--- config.mk ---
export PLATFORM = sky130hd
export DESIGN_NAME = sc_scbc_ulpi_regacc
export DESIGN_NICKNAME = d
export VERILOG_FILES = /design/src/rtl/sc_scbc_ulpi_pkg.sv /design/src/rtl/sc_scbc_ulpi_regacc.sv
export SDC_FILE = /design/constraint.sdc
export NUM_CORES = 1
export LEC_CHECK = 0
export ABC_AREA = 1
export BUFFER_PORTS_ARGS = -buffer_cell sky130_fd_sc_hd__clkbuf_2
export CORE_UTILIZATION = 41
export DETAILED_ROUTE_END_ITERATION = 8
export PLACE_DENSITY = 0.82
export SETUP_SLACK_MARGIN = 0.2
export SLEW_MARGIN = 0
export SYNTH_ARGS = -nofsm -noshare
export SYNTH_HDL_FRONTEND = slang
export SYNTH_SLANG_ARGS = --single-unit
export TNS_END_PERCENT = 5
--- constraint.sdc ---
create_clock -name ULPICLK -period 1.05 [get_ports ULPICLK]
set_clock_uncertainty 0.1 [all_clocks]
set_input_delay 0.105 -clock ULPICLK [delete_from_list [all_inputs] [get_ports ULPICLK]]
set_output_delay 0.105 -clock ULPICLK [all_outputs]
set_load 0.005 [all_outputs]
--- src/rtl/sc_scbc_ulpi_pkg.sv ---
// Shared types and constants for the ULPI register-access engine.
package sc_scbc_ulpi_pkg;
  localparam int ADDR_W = 6;
  localparam int DATA_W = 8;

  localparam logic [1:0] REGWR = 2'b10;
  localparam logic [1:0] REGRD = 2'b11;

  typedef enum logic [2:0] {
    S_IDLE,
    S_TXCMD,
    S_WDATA,
    S_WSTP,
    S_RTURN,
    S_RDATA,
    S_REND,
    S_ABORT
  } state_t;
endpackage

--- src/rtl/sc_scbc_ulpi_regacc.sv ---
// ULPI RegWrite/RegRead engine in the ULPICLK domain, with PHY-abort retry.
// Optional NXT-wait timeout with sticky REG_TOUT: define SC_SCBC_ULPI_REG_TIMEOUT_EN.
module sc_scbc_ulpi_regacc
  import sc_scbc_ulpi_pkg::*;
#(
  parameter int TOUT_CYC = 255
) (
  input  logic              ULPICLK,
  input  logic              ULPIRST,
  input  logic              REG_WENB,
  input  logic              REG_RENB,
  input  logic [ADDR_W-1:0] REG_ADDR,
  input  logic [DATA_W-1:0] REG_WDATA,
  output logic [DATA_W-1:0] REG_RDATA,
  output logic              REG_WCOMP,
  output logic              REG_RCOMP,
  output logic              REG_BUSY,
`ifdef SC_SCBC_ULPI_REG_TIMEOUT_EN
  output logic              REG_TOUT,
`endif
  input  logic              ULPI_DIR,
  input  logic              ULPI_NXT,
  input  logic [DATA_W-1:0] ULPI_DATA_I,
  output logic [DATA_W-1:0] ULPI_DATA_O,
  output logic              ULPI_DATA_OE,
  output logic              ULPI_STP
);

  state_t            state, nxt_state;
  logic              wr_pend, rd_pend, is_rd;
  logic              wr_clr, rd_clr;
  logic [DATA_W-1:0] rdata_q;
  logic              oe_int, stp, wcomp, rcomp;
  logic [DATA_W-1:0] data_o;
  logic              tout_hit, to_stp;

`ifdef SC_SCBC_ULPI_REG_TIMEOUT_EN
  localparam int TW = 16;
  logic [TW-1:0] cnt;
  logic          waiting;
  logic          tout_q;

  assign waiting  = (state == S_TXCMD || state == S_WDATA) && !ULPI_NXT && !ULPI_DIR;
  assign tout_hit = waiting && (cnt == TW'(TOUT_CYC - 1));

  always_ff @(posedge ULPICLK) begin
    if (ULPIRST) begin
      cnt    <= '0;
      to_stp <= 1'b0;
      tout_q <= 1'b0;
    end else begin
      cnt    <= (waiting && !tout_hit) ? cnt + 1'b1 : '0;
      // to_stp marks the WSTP cycle that follows a timeout, suppressing WCOMP
      to_stp <= tout_hit;
      if (tout_hit)                 tout_q <= 1'b1;
      else if (REG_WENB || REG_RENB) tout_q <= 1'b0;
    end
  end

  assign REG_TOUT = tout_q;
`else
  logic unused_tout;
  assign unused_tout = (TOUT_CYC != 0);
  assign tout_hit    = 1'b0;
  assign to_stp      = 1'b0;
`endif

  always_comb begin
    nxt_state = state;
    oe_int    = 1'b0;
    data_o    = '0;
    stp       = 1'b0;
    wcomp     = 1'b0;
    rcomp     = 1'b0;
    wr_clr    = 1'b0;
    rd_clr    = 1'b0;
    case (state)
      S_IDLE:
        if (!ULPI_DIR && (wr_pend || rd_pend)) nxt_state = S_TXCMD;
      S_TXCMD: begin
        oe_int = 1'b1;
        data_o = {(is_rd ? REGRD : REGWR), REG_ADDR};
        if (ULPI_DIR)      nxt_state = S_ABORT;
        else if (ULPI_NXT) nxt_state = is_rd ? S_RTURN : S_WDATA;
        else if (tout_hit) nxt_state = S_WSTP;
      end
      S_WDATA: begin
        oe_int = 1'b1;
        data_o = REG_WDATA;
        if (ULPI_DIR)      nxt_state = S_ABORT;
        else if (ULPI_NXT) nxt_state = S_WSTP;
        else if (tout_hit) nxt_state = S_WSTP;
      end
      S_WSTP: begin
        // also reached by a timed-out read's TXCMD, so the flag to drop follows is_rd
        oe_int    = 1'b1;
        stp       = 1'b1;
        wcomp     = !is_rd && !to_stp;
        wr_clr    = !is_rd;
        rd_clr    = is_rd;
        nxt_state = S_IDLE;
      end
      S_RTURN:
        if (ULPI_DIR) nxt_state = ULPI_NXT ? S_ABORT : S_RDATA;
      S_RDATA: begin
        rcomp     = 1'b1;
        rd_clr    = 1'b1;
        nxt_state = S_REND;
      end
      S_REND, S_ABORT:
        if (!ULPI_DIR) nxt_state = S_IDLE;
      default: nxt_state = S_IDLE;
    endcase
  end

  always_ff @(posedge ULPICLK) begin
    if (ULPIRST) begin
      state   <= S_IDLE;
      wr_pend <= 1'b0;
      rd_pend <= 1'b0;
      is_rd   <= 1'b0;
      rdata_q <= '0;
    end else begin
      state   <= nxt_state;
      // a pulse coinciding with the clear re-arms the flag for a fresh transaction
      wr_pend <= REG_WENB | (wr_pend & ~wr_clr);
      rd_pend <= REG_RENB | (rd_pend & ~rd_clr);
      if (state == S_IDLE && nxt_state == S_TXCMD) is_rd <= ~wr_pend;
      if (state == S_RDATA) rdata_q <= ULPI_DATA_I;
    end
  end

  // read data is forwarded during RDATA so it is valid alongside RCOMP
  assign REG_RDATA    = (state == S_RDATA) ? ULPI_DATA_I : rdata_q;
  assign REG_WCOMP    = wcomp;
  assign REG_RCOMP    = rcomp;
  assign REG_BUSY     = wr_pend | rd_pend | (state != S_IDLE);
  assign ULPI_DATA_O  = data_o;
  assign ULPI_DATA_OE = oe_int & ~ULPI_DIR;
  assign ULPI_STP     = stp;

endmodule

==> impl_metrics.toml, run 1 <==
[global_route]
antenna_found_initial = 0
grt_remaining_overflow = 0
grt_usage = 0.201
grt_pass1_vias = 965
grt_max_degree = 14
grt_pass1_wl_mm = 3.99

[synth]
syn_area_um2 = 1000
synth_edf_count = 0
syn-mean-instance-area_um2 = 6.67
ys_top_cells_by_area = "dfxtp_1 28%, nand2_1 15%, a211oi_2 10%"
synth_warnings = 0
synth_area_leader_cell = "dfxtp_1"
postSynthCellCount = 150
synthesis.nets = 178
ys_ff_latch = 14
synth_flop_cell = "dfxtp_1"
synth.distinct_cells = 24
async_flop_share = 0
synth_common_cells = "40 x nand2_1, 25 x inv_1, 14 x dfxtp_1"
synth_seq_area_share = 0.280
synth_top_cell_area_share = 0.280
yosysMostFrequentCell = "nand2_1"

[clock_tree]
h-tree-depth = 1
clockBufferDepth = 2
clk_pin_slew_ps = 90
cts_tree = "yes"
numCtsBuffers = 3
worstSkewPairLatency_ps = 280
holdBufCountCts = 2
clock_sinks = 14
root_buffer = "clkbuf_4"

[outcome]
status = "finished, violations left"
violations = "hold timing, setup timing"

[critical_path]
r2r-end = "rd_pend"
path_cells = "inv_8 > nand3_4 > nand2_2 > inv_2 > a21oi_2 > clkbuf_2"
setup.worst_path.end = "REG_RDATA[0]"
slowest_delay_ps = 380
r2r_slack_ps = -270
cp.required_ps = 840
end_kind = "primary output"
arrival_ps = 1210
cp-startpoint = "state[1]"
regToRegStartpoint = "state[1]"
slowest_stage = "dfxtp_4"
criticalPathCategory = "flip-flop to primary output"
cp_max_fo = 6
reg2reg_depth = 7
start_kind = "flip-flop"

[finish]
nets = 247
drive_gt1_frac = 0.546
antenna_cells = 0
final_design_area_no_fill_um2 = 1520
post-route-util = 0.673
syn2layout_area_growth_pct = 51.6

[sta]
whs_ps = -7.59
relSlewSlack = 0.866
post-route-period-util = 1.35
max_freq_ghz = 0.705
finalWorstSetupSlack_ps = -369
rsz0062_at_grt = "yes"
slew_viol_final = 0
finalCriticalPeriod_ps = 1420
finalSetupViolations = 34
hold_viol = 2
setup_tns_ps = -8100
worst_slew_pin_slew_ps = 200

[drt]
finalWirelength_mm = 2.39
postRouteAntennaNets = 0
drtPass1Iterations = 4
drtIter0Drc = 8
drc_errors = 0
wire_per_inst_um = 9.71
via_per_inst = 4.52
vias = 1113

[floorplanning]
row_count = 17
dieArea_um2 = 2640
start_util = 0.444
die_width_um = 51.4
core_um2 = 2250
ios = 49
chipHeight_um = 51.4

[placed_design]
portBuffers = 48
gp_congestion = 0.835
hpwl_mm = 1.76
placed_area_um2 = 1330

[power_and_ir_drop]
leakagePower_nw = 0.817
irDropWorstVdd_v = 0.00101
powerDensity_nw_per_um2 = 1590

[worst_hold_path]
hold_class = "primary input to flip-flop"

[job]
drv_cap = 0
[final cells by class]
cell class                 instances  area [µm²]
fill                             215         737
multi-input combinational         95         596
timing repair buffer              66         388
sequential                        14         292
inverter                          39         171
clock buffer                       4        36.3
tap                               28        35.0
[power by group]
part	total, mW	internal [mW]	leakage [nW]	switching (mW)
logic	1.27	0.575	0.680	0.698
clock network	0.386	0.211	0.0210	0.175
registers	0.756	0.625	0.116	0.131
total	2.42	1.41	0.817	1.00
[per-layer routing]
metal	vias up	wire, µm	GRT usage
met5	-	0	0
met4	0	44	0.0946
met3	4	210	0.0298
met2	50	1100	0.357
met1	456	1030	0.233
li1	603	-	-
[how the worst min path moves through the flow]
stage	depth (start not counted)	startpoint	slack, ps	to
6_report	3	ULPI_DATA_I[7]	-8	rdata_q[7]
5_1_grt	3	ULPI_DATA_I[7]	-10	rdata_q[7]
4_1_cts	3	ULPI_DATA_I[7]	-9	rdata_q[7]
3_5_place_dp	3	REG_WENB	220	wr_pend
3_3_place_gp	3	REG_WENB	220	wr_pend
2_1_floorplan	1	ULPIRST	80	rdata_q[2]
[cells in the final DEF, fill, tap and decap left out, drive strengths merged]
cell / netlist / routed
a211oi: 8 / 8
a21oi: 11 / 11
buf: 3 / 19
clkbuf: 0 / 49
dfxtp: 14 / 14
dlygate4sd3: 0 / 2
inv: 39 / 39
nand2: 41 / 41
nand3: 15 / 16
nand4: 1 / 1
nor2: 10 / 10
nor3: 1 / 1
o21a: 2 / 2
o21ai: 4 / 4
or2: 1 / 1
[worst max-delay path: cells and delay by family, from the launching register on]
family	cells	cell delay, ps
compound gates	1	80
flops	1	380
buf+inv	3	240
simple gates	2	230
[state kept, by name, indices dropped and copies added, names as in the netlist]
name / count
rd_pend: 1
rdata_q: 8
is_rd: 1
state: 3
wr_pend: 1
[per-stage QoR]
step           total power, mW  instances  hold WS [ps]  worst slack (ps)
2_1_floorplan             1.42        150          77.2             -56.0
3_3_place_gp              1.81        233           218              -121
3_5_place_dp              1.83        233           222              -122
4_1_cts                   2.39        246         -8.63              -379
5_1_grt                   2.62        246         -12.2              -443
6_report                  2.42        246         -7.59              -369
[cell families (layout without fill, tap and decap cells)]
| family | Yosys count | count (layout) | synth area share |
|---|---|---|---|
| compound gates | 25 | 25 | 0.220 |
| buf+inv | 42 | 109 | 0.189 |
| flops | 14 | 14 | 0.280 |
| simple gates | 69 | 70 | 0.311 |
[what timing repair did]
item | CTS | global route
endpoints found under the hold margin | 6 | 2
gates resized for setup | 21 | 7
buffers inserted | 6 | 0
pin swaps | 7 | 2
endpoints found under the setup margin | 35 | 35
cloned | 1 | 0
No activity file was read; power rests on OpenSTA's default activity.
==> run 2: changes to the inputs <==
--- a/config.mk
+++ b/config.mk
@@ -7,9 +7,11 @@
 export LEC_CHECK = 0
 export ABC_AREA = 1
 export BUFFER_PORTS_ARGS = -buffer_cell sky130_fd_sc_hd__clkbuf_2
-export CORE_UTILIZATION = 41
+export CORE_ASPECT_RATIO = 1.25
+export CORE_UTILIZATION = 42
+export CTS_BUF_LIST = sky130_fd_sc_hd__clkbuf_8
 export DETAILED_ROUTE_END_ITERATION = 8
-export PLACE_DENSITY = 0.82
+export PLACE_DENSITY = 0.84
 export SETUP_SLACK_MARGIN = 0.2
 export SLEW_MARGIN = 0
 export SYNTH_ARGS = -nofsm -noshare
==> impl_metrics.toml, run 2 (synthesis results as in run 1) <==
[outcome]
status = "finished, violations left"
violations = "hold timing, setup timing"

[worst_hold_path]
hold_class = "primary input to flip-flop"
holdPathStages = 3

[finish]
final_common_cell = "clkbuf_2"
syn2layout_area_growth_pct = 51.0
drive_gt1_frac = 0.551
largest_register_ffs = 8
nFillCells = 199
antenna_cells = 0
reg_top3 = "rdata_q x8, state x3"
nets = 243
layout_common_cells = "44 x clkbuf_2, 34 x nand2_1, 24 x inv_1"
regMostFlops = "rdata_q"

[clock_tree]
worstSkewPairLatency_ps = 250
clk_pin_slew_ps = 60
clockBufferDepth = 2
root_buffer = "clkbuf_8"
cts_tree = "yes"
holdBufCountCts = 1
h-tree-depth = 1
numCtsBuffers = 3
clock_sinks = 14

[critical_path]
cp.required_ps = 840
cp_max_fo = 15
start_kind = "flip-flop"
reg2reg_depth = 6
arrival_ps = 1190
end_kind = "primary output"
criticalPathCategory = "flip-flop to primary output"
r2r_slack_ps = -190

[drt]
wire_per_inst_um = 10.5
drtIter0Drc = 11
drtPass1Iterations = 4
via_per_inst = 4.73
drc_errors = 0
vias = 1158
postRouteAntennaNets = 0
finalWirelength_mm = 2.56

[power_and_ir_drop]
powerDensity_nw_per_um2 = 1720
internal_power_mw = 1.55
p_seq_frac = 0.294
irDropWorstVdd_v = 0.00115
swShare = 0.407
finalPower_mw = 2.60
leakagePower_nw = 0.807
combPwrFrac = 0.504
p_sw_mw = 1.06
p_clk_frac = 0.201

[sta]
rsz0062_at_grt = "yes"
worst_slew_pin_slew_ps = 383
finalSetupViolations = 35
finalWorstSetupSlack_ps = -346
whs_ps = -32.7
max_freq_ghz = 0.717
finalCriticalPeriod_ps = 1400
setup_tns_ps = -7590
hold_viol = 1
relSlewSlack = 0.745
slew_viol_final = 0
post-route-period-util = 1.33

[global_route]
grt_usage = 0.213
use_met2 = 0.390
grt-busiest-layer = "met2"
antenna_found_initial = 0
use_met3 = 0.0289
grt_use_met1 = 0.223
grt_max_degree = 16
grt_remaining_overflow = 0
grt_pass1_vias = 1053
grt_pass1_wl_mm = 4.10

[placed_design]
hpwl_mm = 1.80
portBuffers = 48
gp_congestion = 0.752

[floorplanning]
chipHeight_um = 56.6
ios = 49
row_count = 19
die_width_um = 45.7
start_util = 0.448
core_um2 = 2230
dieArea_um2 = 2580

[job]
drv_cap = 0
[run 2: cell count changes in the layout (fill, tap and decap cells not counted), moves of 2 or more]
cell,change
clkbuf_4,-3
o21ai_0,-2
clkbuf_8,+3
buf_6,-2
[run 2: critical path: stages (launching register included)]
cell and delay [ps]:
dfxtp_4 370, inv_8 90, nand3_4 130, inv_8 160
a21oi_2 60, buf_2 120
[run 2: final cells by class]
cell class | count | area [µm²] | area share
clock buffers | 4 | 55.1 | 0.0364
inverters | 39 | 174 | 0.115
multi-input cells | 95 | 604 | 0.400
flip-flops and latches | 14 | 292 | 0.193
well taps | 31 | 38.8 | 0.0257
repair buffers | 62 | 348 | 0.230
[run 2: metrics by stage]
step / cells / util / setup WS (ps) / cell area, µm²
after floorplan: 150 / - / -56.0 / 1010
after global placement: 234 / 0.590 / -108 / 1320
after detailed placement: 234 / 0.590 / -121 / 1320
after CTS: 244 / 0.665 / -338 / 1490
after global routing: 245 / 0.676 / -404 / 1510
final: 245 / 0.676 / -346 / 1510
[run 2: per-layer routing]
| metal | vias to the layer above | wire (µm) |
|---|---|---|
| met1 | 519 | 1050 |
| met2 | 43 | 1330 |
| met4 | 0 | 38 |
| met5 | - | 0 |
| li1 | 592 | - |
| met3 | 4 | 152 |
[run 2: power by group through the flow]
stage,clock [mW],sequential (mW),combinational [mW]
after floorplan,0,0.685,0.731
after global placement,0,0.717,1.10
after detailed placement,0,0.720,1.12
after CTS,0.537,0.756,1.26
after global routing,0.560,0.779,1.47
final,0.525,0.767,1.31
[run 2: final timing paths]
check        startpoint           end
max            state[1]  REG_RDATA[2]
min            REG_WENB       wr_pend
max reg2reg    state[1]       rd_pend
min reg2reg     rd_pend       rd_pend
[run 2: timing repair]
item | in CTS | in global routing
endpoints found under the setup margin | 35 | 35
hold endpoints to repair | 2 | 1
resized for setup | 21 | 11
buffers inserted | 4 | 1
pin swaps | 8 | 3
cloned | 1 | 0
==> run 3: changes to the inputs <==
--- a/config.mk
+++ b/config.mk
@@ -10,6 +10,7 @@
 export CORE_ASPECT_RATIO = 1.25
 export CORE_UTILIZATION = 42
 export CTS_BUF_LIST = sky130_fd_sc_hd__clkbuf_8
+export CTS_CLUSTER_SIZE = 20
 export DETAILED_ROUTE_END_ITERATION = 8
 export PLACE_DENSITY = 0.84
 export SETUP_SLACK_MARGIN = 0.2
==> constraint.sdc (replaced) <==
create_clock -name ULPICLK -period 1.05 [get_ports ULPICLK]
set_clock_uncertainty 0.1 [all_clocks]
set_input_delay 0.105 -clock ULPICLK [delete_from_list [all_inputs] [get_ports ULPICLK]]
set_output_delay 0.105 -clock ULPICLK [all_outputs]
set_load 0.1 [all_outputs]
==> impl_metrics.toml, run 3 (synthesis results as in run 1) <==
[sta]
post-route-period-util = 1.50
slew_viol_final = 0
finalCriticalPeriod_ps = 1570
worst_slew_pin_slew_ps = 227
max_freq_ghz = 0.635
hold_viol = 1
relSlewSlack = 0.847
finalSetupViolations = 35
whs_ps = -2.36
finalWorstSetupSlack_ps = -525
setup_tns_ps = -13170
rsz0062_at_grt = "yes"

[drt]
drtIter0Drc = 48
postRouteAntennaNets = 0
via_per_inst = 5.51
vias = 1416
drc_errors = 0
wire_per_inst_um = 18.2
finalWirelength_mm = 4.68
drtPass1Iterations = 4

[clock_tree]
numCtsBuffers = 3
clk_pin_slew_ps = 60
root_buffer = "clkbuf_8"
worstSkewPairLatency_ps = 250
cts_tree = "yes"
clockBufferDepth = 2
h-tree-depth = 1
clock_sinks = 14

[floorplanning]
row_count = 19
ios = 49
chipHeight_um = 56.6
die_width_um = 45.7
start_util = 0.448
dieArea_um2 = 2580
core_um2 = 2230

[power_and_ir_drop]
irDropWorstVdd_v = 0.00208
leakagePower_nw = 0.948
powerDensity_nw_per_um2 = 2390

[global_route]
grt_remaining_overflow = 0
grt_usage = 0.323
grt_pass1_wl_mm = 5.94
grt_max_degree = 15
antenna_found_initial = 0
grt_pass1_vias = 1307

[critical_path]
r2r-end = "rd_pend"
end_kind = "primary output"
regToRegStartpoint = "state[0]"
start_kind = "flip-flop"
critPathBufInv = 2
criticalPathCategory = "flip-flop to primary output"
path_cells = "buf_4 > nand3_2 > nand2_2 > o21a_2 > buf_12"
r2r_slack_ps = -330
arrival_ps = 1370
cp.required_ps = 840
path_delay_family = "flip-flops"
slowest_stage = "dfxtp_4"
reg2reg_depth = 6
cp_max_fo = 3
slowest_delay_ps = 390

[worst_hold_path]
min_from = "REG_WENB"
hold_class = "primary input to flip-flop"
holdPathStages = 3
holdPathEnd = "wr_pend"

[outcome]
status = "finished, violations left"
violations = "hold timing, setup timing"

[placed_design]
portBuffers = 48
gp_congestion = 0.858
hpwl_mm = 2.41

[finish]
nets = 255
reg_top3 = "rdata_q x8, state x3"
largest_register_ffs = 8
drive_gt1_frac = 0.633
post-route-util = 0.924
syn2layout_area_growth_pct = 106
layout_common_cells = "27 x nand2_1, 27 x clkbuf_2, 24 x inv_1, 24 x buf_4, 21 x buf_12"
antenna_cells = 0
regMostFlops = "rdata_q"

[job]
drv_cap = 0
run 3: cell types whose count changed in the layout (fill, tap and decap cells not counted), sizes merged:
cell	previous run	this run
clkinvlp	0	1
buf	17	46
clkbuf	48	30
run 3: what timing repair did:
action | 4_1_cts | 5_1_grt
hold buffers | 1 | 0
resized for setup | 22 | 13
pin swaps | 8 | 3
setup endpoints to repair | 35 | 35
cloned | 1 | 0
endpoints found under the hold margin | 2 | 0
setup buffers | 2 | 2
run 3: power by group:
group          internal [mW]  total, mW  leakage [nW]  switching, mW
clock                  0.259      0.456        0.0269          0.197
combinational           1.29       3.71         0.805           2.42
sequential             0.627      0.765         0.116          0.138
total                   2.18       4.94         0.948           2.75
run 3: how the worst max path moves through the flow:
stage	cells past startpoint	slack, ps	startpoint	to
after floorplan	5	-550	state[1]	REG_RDATA[0]
after global placement	5	-240	state[2]	REG_RDATA[7]
after detailed placement	5	-300	state[2]	REG_RDATA[0]
after CTS	6	-490	state[1]	ULPI_DATA_OE
after global routing	6	-540	state[2]	ULPI_DATA_O[5]
final	5	-520	state[1]	ULPI_DATA_O[7]
run 3: per-stage QoR:
step                instance area (µm²)  total power, mW  instances  worst slack (ps)
floorplan                          1130             2.80        150              -547
global placement                   1840             3.94        247              -242
detailed placement                 1840             4.00        247              -301
CTS                                1990             4.65        255              -489
global route                       2060             5.08        257              -544
finish                             2060             4.94        257              -525
run 3: layout make-up:
type                            instances  area [µm²]
Inverter                               39         183
Tap cell                               31        38.8
Fill cell                              90         170
Timing Repair Buffer                   74         757
Clock inverter                          1        3.75
Sequential cell                        14         292
Multi-Input combinational cell         95         749
Clock buffer                            3        41.3
run 3: worst register-to-register path, cell delays in order (launching register included):
cell and delay (ps):
dfxtp_4 390, buf_4 160, nand3_4 110, clkinvlp_4 120, nand2_1 80, nand3_1 120
a21oi_2 200
run 3: routing by layer:
| layer | track usage | vias up | wire length [µm] |
|---|---|---|---|
| li1 | - | 622 | - |
| met1 | 0.326 | 655 | 1540 |
| met2 | 0.600 | 113 | 2420 |
| met3 | 0.0643 | 26 | 423 |
| met4 | 0.134 | 0 | 296 |
| met5 | 0 | - | 0 |
